<file path="src/rtl/if_fetch_unit_pkg.sv">
// Shared definitions for the instruction-fetch stage: FSM encodings and defaults.
package if_fetch_unit_pkg;

    localparam int unsigned PC_W      = 30;
    localparam int unsigned INSN_W    = 32;
    localparam int unsigned TIMEOUT_D = 16;
    localparam int unsigned TW_D      = 5;

    localparam logic [31:0] RESET_PC_D = 32'h0000_3000;

    typedef enum logic [1:0] {
        S_IDLE  = 2'd0,
        S_REQ   = 2'd1,
        S_DONE  = 2'd2,
        S_FAULT = 2'd3
    } fetch_state_e;

endpackage

</file>
<file path="src/rtl/if_fetch_unit_fetch_timer.sv">
// Clear/enable cycle counter that flags the last allowed request cycle.
module fetch_timer #(
    parameter int unsigned TW    = 5,
    parameter int unsigned LIMIT = 16
) (
    input  logic i_clk,
    input  logic i_rst,
    input  logic i_clr,
    input  logic i_en,
    output logic o_expired_c
);

    // LIMIT of 0 disables expiry entirely, so LAST is only meaningful otherwise.
    localparam logic [TW-1:0] LAST = (LIMIT == 0) ? '0 : TW'(LIMIT - 1);

    logic [TW-1:0] r_count;

    // Counter: clear has priority over increment.
    always_ff @(posedge i_clk or posedge i_rst) begin
        if (i_rst) begin
            r_count <= '0;
        end else if (i_clr) begin
            r_count <= '0;
        end else if (i_en) begin
            r_count <= r_count + TW'(1);
        end
    end

    assign o_expired_c = (LIMIT != 0) && (r_count == LAST);

endmodule

</file>
<file path="src/rtl/if_fetch_unit.sv">
// Instruction-fetch stage: PC register, IR register and req/ready fetch FSM.
module if_fetch_unit
    import if_fetch_unit_pkg::*;
#(
    parameter logic [31:0] RESET_PC = RESET_PC_D,
    parameter int unsigned TIMEOUT  = TIMEOUT_D,
    parameter int unsigned TW       = TW_D
) (
    input  logic              i_clk,
    input  logic              i_rst,
    input  logic              i_pc_wr,
    input  logic [PC_W-1:0]   i_npc,
    input  logic              i_fetch_req,
    input  logic              i_fault_clr,
    input  logic              i_imem_ready,
    input  logic [INSN_W-1:0] i_imem_rdata,
    output logic [PC_W-1:0]   o_pc,
    output logic              o_imem_req,
    output logic [PC_W-1:0]   o_imem_addr,
    output logic [INSN_W-1:0] o_ir,
    output logic              o_ir_valid,
    output logic              o_fetch_busy,
    output logic              o_fetch_fault
);

    // Byte-offset bits of the reset address are dropped; PC is a word address.
    localparam logic [PC_W-1:0] RESET_WA = RESET_PC[31:2];

    fetch_state_e      r_state;
    logic [PC_W-1:0]   r_pc;
    logic [INSN_W-1:0] r_ir;
    logic              r_imem_req;
    logic              r_ir_valid;
    logic              r_busy;
    logic              r_fault;

    logic w_tmr_clr;
    logic w_tmr_en;
    logic w_tmr_expired;

    // Timer restarts on every entry to S_REQ and counts request cycles without ready.
    assign w_tmr_clr = (r_state == S_IDLE) && i_fetch_req;
    assign w_tmr_en  = (r_state == S_REQ) && !i_imem_ready;

    fetch_timer #(
        .TW    (TW),
        .LIMIT (TIMEOUT)
    ) u_fetch_timer (
        .i_clk       (i_clk),
        .i_rst       (i_rst),
        .i_clr       (w_tmr_clr),
        .i_en        (w_tmr_en),
        .o_expired_c (w_tmr_expired)
    );

    // Fetch FSM with PC/IR registers; all status outputs registered alongside state.
    always_ff @(posedge i_clk or posedge i_rst) begin
        if (i_rst) begin
            r_state    <= S_IDLE;
            r_pc       <= RESET_WA;
            r_ir       <= '0;
            r_imem_req <= 1'b0;
            r_ir_valid <= 1'b0;
            r_busy     <= 1'b0;
            r_fault    <= 1'b0;
        end else begin
            r_ir_valid <= 1'b0;

            // Address must not move while a request is outstanding.
            if (i_pc_wr && (r_state != S_REQ)) begin
                r_pc <= i_npc;
            end

            case (r_state)
                S_IDLE: begin
                    if (i_fetch_req) begin
                        r_state    <= S_REQ;
                        r_imem_req <= 1'b1;
                        r_busy     <= 1'b1;
                    end
                end
                S_REQ: begin
                    // Ready on the last allowed cycle beats the timeout.
                    if (i_imem_ready) begin
                        r_ir       <= i_imem_rdata;
                        r_state    <= S_DONE;
                        r_imem_req <= 1'b0;
                        r_ir_valid <= 1'b1;
                    end else if (w_tmr_expired) begin
                        r_state    <= S_FAULT;
                        r_imem_req <= 1'b0;
                        r_busy     <= 1'b0;
                        r_fault    <= 1'b1;
                    end
                end
                S_DONE: begin
                    r_state <= S_IDLE;
                    r_busy  <= 1'b0;
                end
                S_FAULT: begin
                    if (i_fault_clr) begin
                        r_state <= S_IDLE;
                        r_fault <= 1'b0;
                    end
                end
                default: begin
                    r_state    <= S_IDLE;
                    r_imem_req <= 1'b0;
                    r_busy     <= 1'b0;
                    r_fault    <= 1'b0;
                end
            endcase
        end
    end

    assign o_pc          = r_pc;
    assign o_imem_addr   = r_pc;
    assign o_imem_req    = r_imem_req;
    assign o_ir          = r_ir;
    assign o_ir_valid    = r_ir_valid;
    assign o_fetch_busy  = r_busy;
    assign o_fetch_fault = r_fault;

endmodule

</file>
<file path="config.mk">
export PLATFORM = sky130hd
export DESIGN_NAME = if_fetch_unit
export DESIGN_NICKNAME = d
export VERILOG_FILES = /design/src/rtl/if_fetch_unit_pkg.sv /design/src/rtl/if_fetch_unit_fetch_timer.sv /design/src/rtl/if_fetch_unit.sv
export SDC_FILE = /design/constraint.sdc
export NUM_CORES = 1
export LEC_CHECK = 0
export CORE_ASPECT_RATIO = 0.6
export CORE_MARGIN = 2
export CORE_UTILIZATION = 30
export DETAILED_ROUTE_END_ITERATION = 16
export MAX_ROUTING_LAYER = met4
export PLACE_DENSITY = 0.7
export SYNTH_ARGS = -nofsm -noshare
export SYNTH_HDL_FRONTEND = slang
export SYNTH_SLANG_ARGS = --single-unit
</file>
<file path="constraint.sdc">
create_clock -name i_clk -period 2.4 [get_ports i_clk]
set_input_delay 0.6 -clock i_clk [delete_from_list [all_inputs] [get_ports i_clk]]
set_output_delay 0.6 -clock i_clk [all_outputs]
set_load 0.02 [all_outputs]
</file>
; ---- After elaboration in Yosys (flattened, before gate mapping)
; Cells that the tools add are included.
[word_totals]
ramBits = 0
reg_bits = 73
in_bits = 68
mem_bits_ro = 0
memories = 0
latchBits = 0
wordCells = 52
[classes]
bitwise_logic = 0
mux = 19
n_reduce_logical = 14
order_cmp = 0
mul = 0
shift = 0
n_eq_ne = 10
addsub = 1
n_div = 0
[op_table]
columns = op, n
row1 = 5-bit 2-to-1 mux, 2
row2 = 1-bit 2-to-1 mux, 9
row3 = 2-bit 2-to-1 mux, 4
row4 = 2-bit case mux with 4 select lines, 1
row5 = 4-bit AND reduction, 2
row6 = 2-bit inequality test (second input constant), 3
row7 = 3-bit AND reduction, 2
row8 = 2-bit nonzero test, 3
row9 = 5-bit by 1-bit adder with 5-bit output (second input constant), 1
row10 = 5-bit by 4-bit == test with 1-bit output (second input constant), 1
row11 = 2-bit == test (second input constant), 2
row12 = 2-bit by 1-bit inequality test with 1-bit output (second input constant), 2
row13 = 1-bit case mux with 2 select lines, 2
row14 = 1-bit logical AND, 3
row15 = 3-bit by 2-bit inequality test with 1-bit output (second input constant), 1
row16 = 1-bit case mux with 3 select lines, 1
row17 = 3-bit nonzero test, 1
row18 = 2-bit by 1-bit == test with 1-bit output (second input constant), 1
row19 = 2-bit zero test, 1
row20 = 2-bit AND reduction, 1
row21 = 1-bit zero test, 1

; ---- Depth between registers and ports, before layout
; Gate-level depths: netlist (run 1).
[logic_depth]
depth_word = 4
ltp_mapped = 6
depth_no_buf = 6

; ---- Cells and area by module
; From an unflattened synthesis (run 1), not the netlist that was laid out.
[hier_totals]
hier_cells = 226
area_unflattened_um2 = 3295.7
[by_module_without_submodules]
columns = mod, area_each_um2, n_inst, seq_area_each_um2, cells_per_inst
row1 = if_fetch_unit, 3012.9, 1, 1704.1, 202
row2 = fetch_timer, 282.8, 1, 125.1, 24

; ---- Worst setup path after synthesis (run 1)
; Ideal clock, no wire load.
[synth_path]
kind = reg2reg
startpoint = reg r_state[0]
endpoint = reg r_pc[0] (netlist: o_imem_addr[0])
arrival_time_ps = 1375
synth_period_minus_slack_ps = 1500
setup_slack_ps = 900
path_buffers = 2
setup_ps = 125
path_stages_with_launch = 6
required_time_ps = 2275
path_cell_list = dfrtp_1 > ha_1 > buf_4 > nor2b_2 > buf_4 > mux2_2
[synth_via]
elab_chain_cells = 2
[synth_lines]
columns = element, line_no
row1 = "start, declared", if_fetch_unit.sv:29  ; fetch_state_e r_state;
row2 = "start signal, assigned", if_fetch_unit.sv:59  ; r_state <= S_IDLE;
row3 = "start signal, assigned", if_fetch_unit.sv:77  ; r_state <= S_REQ;
row4 = "start signal, assigned", if_fetch_unit.sv:86  ; r_state <= S_DONE;
row5 = 2-bit by 1-bit inequality test with 1-bit output, if_fetch_unit.sv:70  ; if (i_pc_wr && (r_state != S_REQ)) begin
row6 = 1-bit logical AND, if_fetch_unit.sv:70
row7 = "end signal, assigned", if_fetch_unit.sv:71  ; r_pc <= i_npc;
row8 = "end, declared", if_fetch_unit.sv:30  ; logic [PC_W-1:0] r_pc;
; No other way between the ends.
; A chain may end at the register's enable or synchronous reset.

; ---- Final worst setup path (run 1)
[layout_path]
startpoint = reg r_pc[10] (netlist: o_imem_addr[10])
endpoint = out o_pc[10]
[layout_rtl]
columns = element, line_no
row1 = "end, declared", if_fetch_unit.sv:17  ; output logic [PC_W-1:0] o_pc,
; No word-level cell between the ends.

==> results of run 1 <==
[registers in the layout (all words and copies together) (netlist names)]
signal	cells
o_imem_req	1
o_ir	32
o_imem_addr	30
r_state	2
o_fetch_busy	1
u_fetch_timer.r_count	5
o_fetch_fault	1
o_ir_valid	1
[worst max path at each step]
stage	start	end	cells after the start
detailed placement	i_imem_ready	o_ir[26]$_DFFE_PP0P_	4
floorplan	r_state[0]$_DFFE_PP0P_	o_imem_addr[0]$_DFFE_PP0P_	5
CTS	o_imem_addr[10]$_DFFE_PP1P_	o_imem_addr[10]	1
global route	o_imem_addr[11]$_DFFE_PP1P_	o_pc[11]	1
finish	o_imem_addr[10]$_DFFE_PP1P_	o_pc[10]	1
global placement	i_pc_wr	o_imem_addr[1]$_DFFE_PP0P_	4
[routing by layer]
layer | share of wire (%) | vias to the layer above
li1 | - | 1015
met1 | 45 | 1029
met2 | 43 | 116
met3 | 12 | 6
met4 | 0.62 | 0
met5 | 0 | -
[report_power, final]
part	internal (W)	switching, W
registers	0.00185	0.000392
logic	0.00213	0.00184
clock network	0.000929	0.000484
total	0.00491	0.00272
[Yosys cell counts]
| library cell | instances | area share, % |
|---|---|---|
| nand3b_1 | 1 | 0.24 |
| o22a_1 | 1 | 0.28 |
| and3_1 | 1 | 0.20 |
| mux2i_1 | 3 | 0.95 |
| or2_0 | 1 | 0.20 |
| nor2b_2 | 1 | 0.28 |
| nor2b_1 | 2 | 0.39 |
| dfrtp_1 | 71 | 56 |
| and2_1 | 1 | 0.20 |
| nor2_1 | 4 | 0.47 |
| nand2b_1 | 2 | 0.39 |
| nand2_1 | 3 | 0.36 |
| ha_1 | 6 | 2.4 |
| nand2_2 | 1 | 0.20 |
| o32a_1 | 1 | 0.32 |
| o21ai_0 | 2 | 0.32 |
| inv_1 | 9 | 1.1 |
| mux2_1 | 2 | 0.71 |
| a22o_1 | 2 | 0.55 |
| or3_1 | 1 | 0.20 |
| nand3_1 | 1 | 0.16 |
| xor2_1 | 1 | 0.28 |
| xnor2_1 | 1 | 0.28 |
| mux2_2 | 60 | 21 |
| dfstp_2 | 2 | 1.7 |
| and2b_4 | 1 | 0.32 |
| a211oi_1 | 3 | 0.71 |
| buf_6 | 3 | 1.1 |
| nor3_1 | 1 | 0.16 |
| a21oi_1 | 2 | 0.32 |
| buf_4 | 34 | 8.1 |
[cell usage in the layout (no fill, tap or decap), types with 3 or more instances in the layout]
cell type | synthesis | routed
a211oi_1 | 3 | 3
buf_12 | 0 | 4
clkbuf_16 | 0 | 9
clkdlybuf4s50_1 | 0 | 163
clkinvlp_4 | 0 | 3
dfrtp_1 | 71 | 71
ha_1 | 6 | 6
inv_1 | 9 | 8
mux2_2 | 60 | 60
mux2i_1 | 3 | 3
nand2_1 | 3 | 3
nor2_1 | 4 | 4
[cells by family (layout without fill, tap and decap cells)]
group,after synthesis,in the layout
xor+xnor,2,2
buf+inv,46,191
flops,73,73
mux,65,65
fa+ha+maj,6,6
simple gates,21,21
compound gates,11,11
[metrics by stage]
step / utilization (%) / total power (W)
after global placement: 45.8 / 0.00621
after CTS: 48.9 / 0.00775
after floorplan: - / 0.00463
after detailed placement: 45.8 / 0.00628
after global routing: 48.9 / 0.00809
final: 48.9 / 0.00763
[final cells by class]
| cell class | instances | share of cell area [%] |
|---|---|---|
| clock buffer | 10 | 4.70 |
| clock inverter | 5 | 1.57 |
| inverter | 9 | 0.737 |
| multi-input combinational | 105 | 20.0 |
| sequential | 73 | 35.9 |
| tap | 139 | 3.42 |
| timing repair buffer | 167 | 33.6 |
==> results.yml, run 1 <==
run_status:
  outcome: "finished clean"
placed_design:
  portBuffers: 163
  gp_congestion: 0.722
  pre_cts_ws_ns: 0.423
  place_inst: 493
  dp_hpwl_mm: 5.36
  dpl-instance-area_sq_um: 4770
critical_path:
  crit_path_cell_trace: "clkdlybuf4s50_1"
  cp_top_family: "buffers and inverters"
  cpPeakStageDelay_ns: 0.60
  critPathCaptureType: "primary output"
  worst-path-max-fanout: 3
  cp_slowest_cell: "clkdlybuf4s50_1"
  regToRegEndpoint: "o_imem_addr[20]$_DFFE_PP0P_"
  r2r.worst_path.cells: 5
  worstPathArrival_ns: 1.46
  regToRegSetupSlack_ns: 0.70
  r2r_start: "r_state[1]$_DFFE_PP0P_"
  worst_setup_path_start_kind: "register"
  worstSetupPathType: "register to primary output"
  critPathBufInv: 1
  worstPathRequired_ns: 1.80
final_layout:
  fin_area_sq_um: 5090
  drive_gt1_share_pct: 23.0
  ff_latch_area_sq_um: 1830
  antenna_cells: 0
  syn_to_final_growth_pct: 60.5
  fin_nets: 439
  fillers: 922
  fin_cells: 508
  multi_input_area_sq_um: 1020
clock_tree:
  cts_buffers: 9
  clockBufferDepth: 2
  cts_resized: 0
  clk_pin_slew_ns: 0.06
  clock_latency_ns: 0.33
  postCtsSetupBuffers: 0
  cts_root_buffer: "clkbuf_16"
  cts_sinks: 73
  htreeDepth: 3
  cts_tree: "done"
  cts-hold-fix-buffers: 0
timing:
  fin_crit_sh_pct: 86.0
  slew_viol_final: 0
  whs_ns: 0.505
  hold_viol_final: 0
  setup_slack_ns: 0.336
  clock_skew_ns: 0.00878
  finalCriticalPeriod_ns: 2.06
  slew_headroom_pct: 58.9
  setup_viol: 0
  tns_ns: 0
  worst_pin_slew_ns: 0.615
  rsz0062_at_grt: "false"
  timing.fmax_mhz: 485
yosys:
  synth-compound-area-share_pct: 2.49
  synthCells: 224
  synth_top_family_by_area: "multiplexers"
  yosys_register_bits: 73
  ys_types: 31
  synth_xor_xnor_area_share_pct: 0.552
  synth_seq_area_share_pct: 57.7
  synthMuxAreaShare_pct: 23.0
  syn-cell-area_sq_um: 3170
  synth_fa_ha_area_share_pct: 2.37
  ys_warn_count: 0
  synth_nets: 298
  avgSynthCellArea_sq_um: 14.2
  synth-simple-area-share_pct: 3.75
grt:
  grt_max_degree: 34
  grt_busiest_layer: "met2"
  track_usage_pct: 13.6
  use_met1_pct: 16.3
  global_route.usage.met3_pct: 6.86
  overflow: 0
  first_global_vias: 2289
  grt_pass1_wl_mm: 11.5
  antenna_found_initial: 0
  gr-usage-met2_pct: 20.4
die:
  die_height_microns: 83.6
  start_util_pct: 30.4
  io_pins: 164
  fp-row-count: 29
  dieArea_sq_um: 11400
  core_sq_um: 10400
  die_w_microns: 137
detailed_routing:
  wirelength_mm: 7.21
  drt-vias-per-instance: 4.26
  detail-route-antenna-nets: 0
  dr.pass1.iters: 4
  drt_iter0_drc: 56
  drc: 0
  vias: 2166
  wl_per_cell_microns: 14.2
pwr:
  power.leakage_nw: 2.11
  power_density_nw_per_um2: 1500
  irDropWorstVdd_v: 0.000657
worst_hold_path:
  hold_depth: 1
  whs_endpoint: "o_ir[5]$_DFFE_PP0P_"
  min-delay-start: "o_ir[5]$_DFFE_PP0P_"
  hold_path_class: "register to register"
job:
  maxCapViolCount: 0
Power figures use the tool's default switching activity.
==> run 2: changes to the inputs <==
--- a/config.mk
+++ b/config.mk
@@ -5,6 +5,7 @@
 export SDC_FILE = /design/constraint.sdc
 export NUM_CORES = 1
 export LEC_CHECK = 0
+export CAP_MARGIN = 0
 export CORE_ASPECT_RATIO = 0.6
 export CORE_MARGIN = 2
 export CORE_UTILIZATION = 30
==> results of run 2 <==
Same layout as run 1: the final DEF is identical, and so are final timing and power.
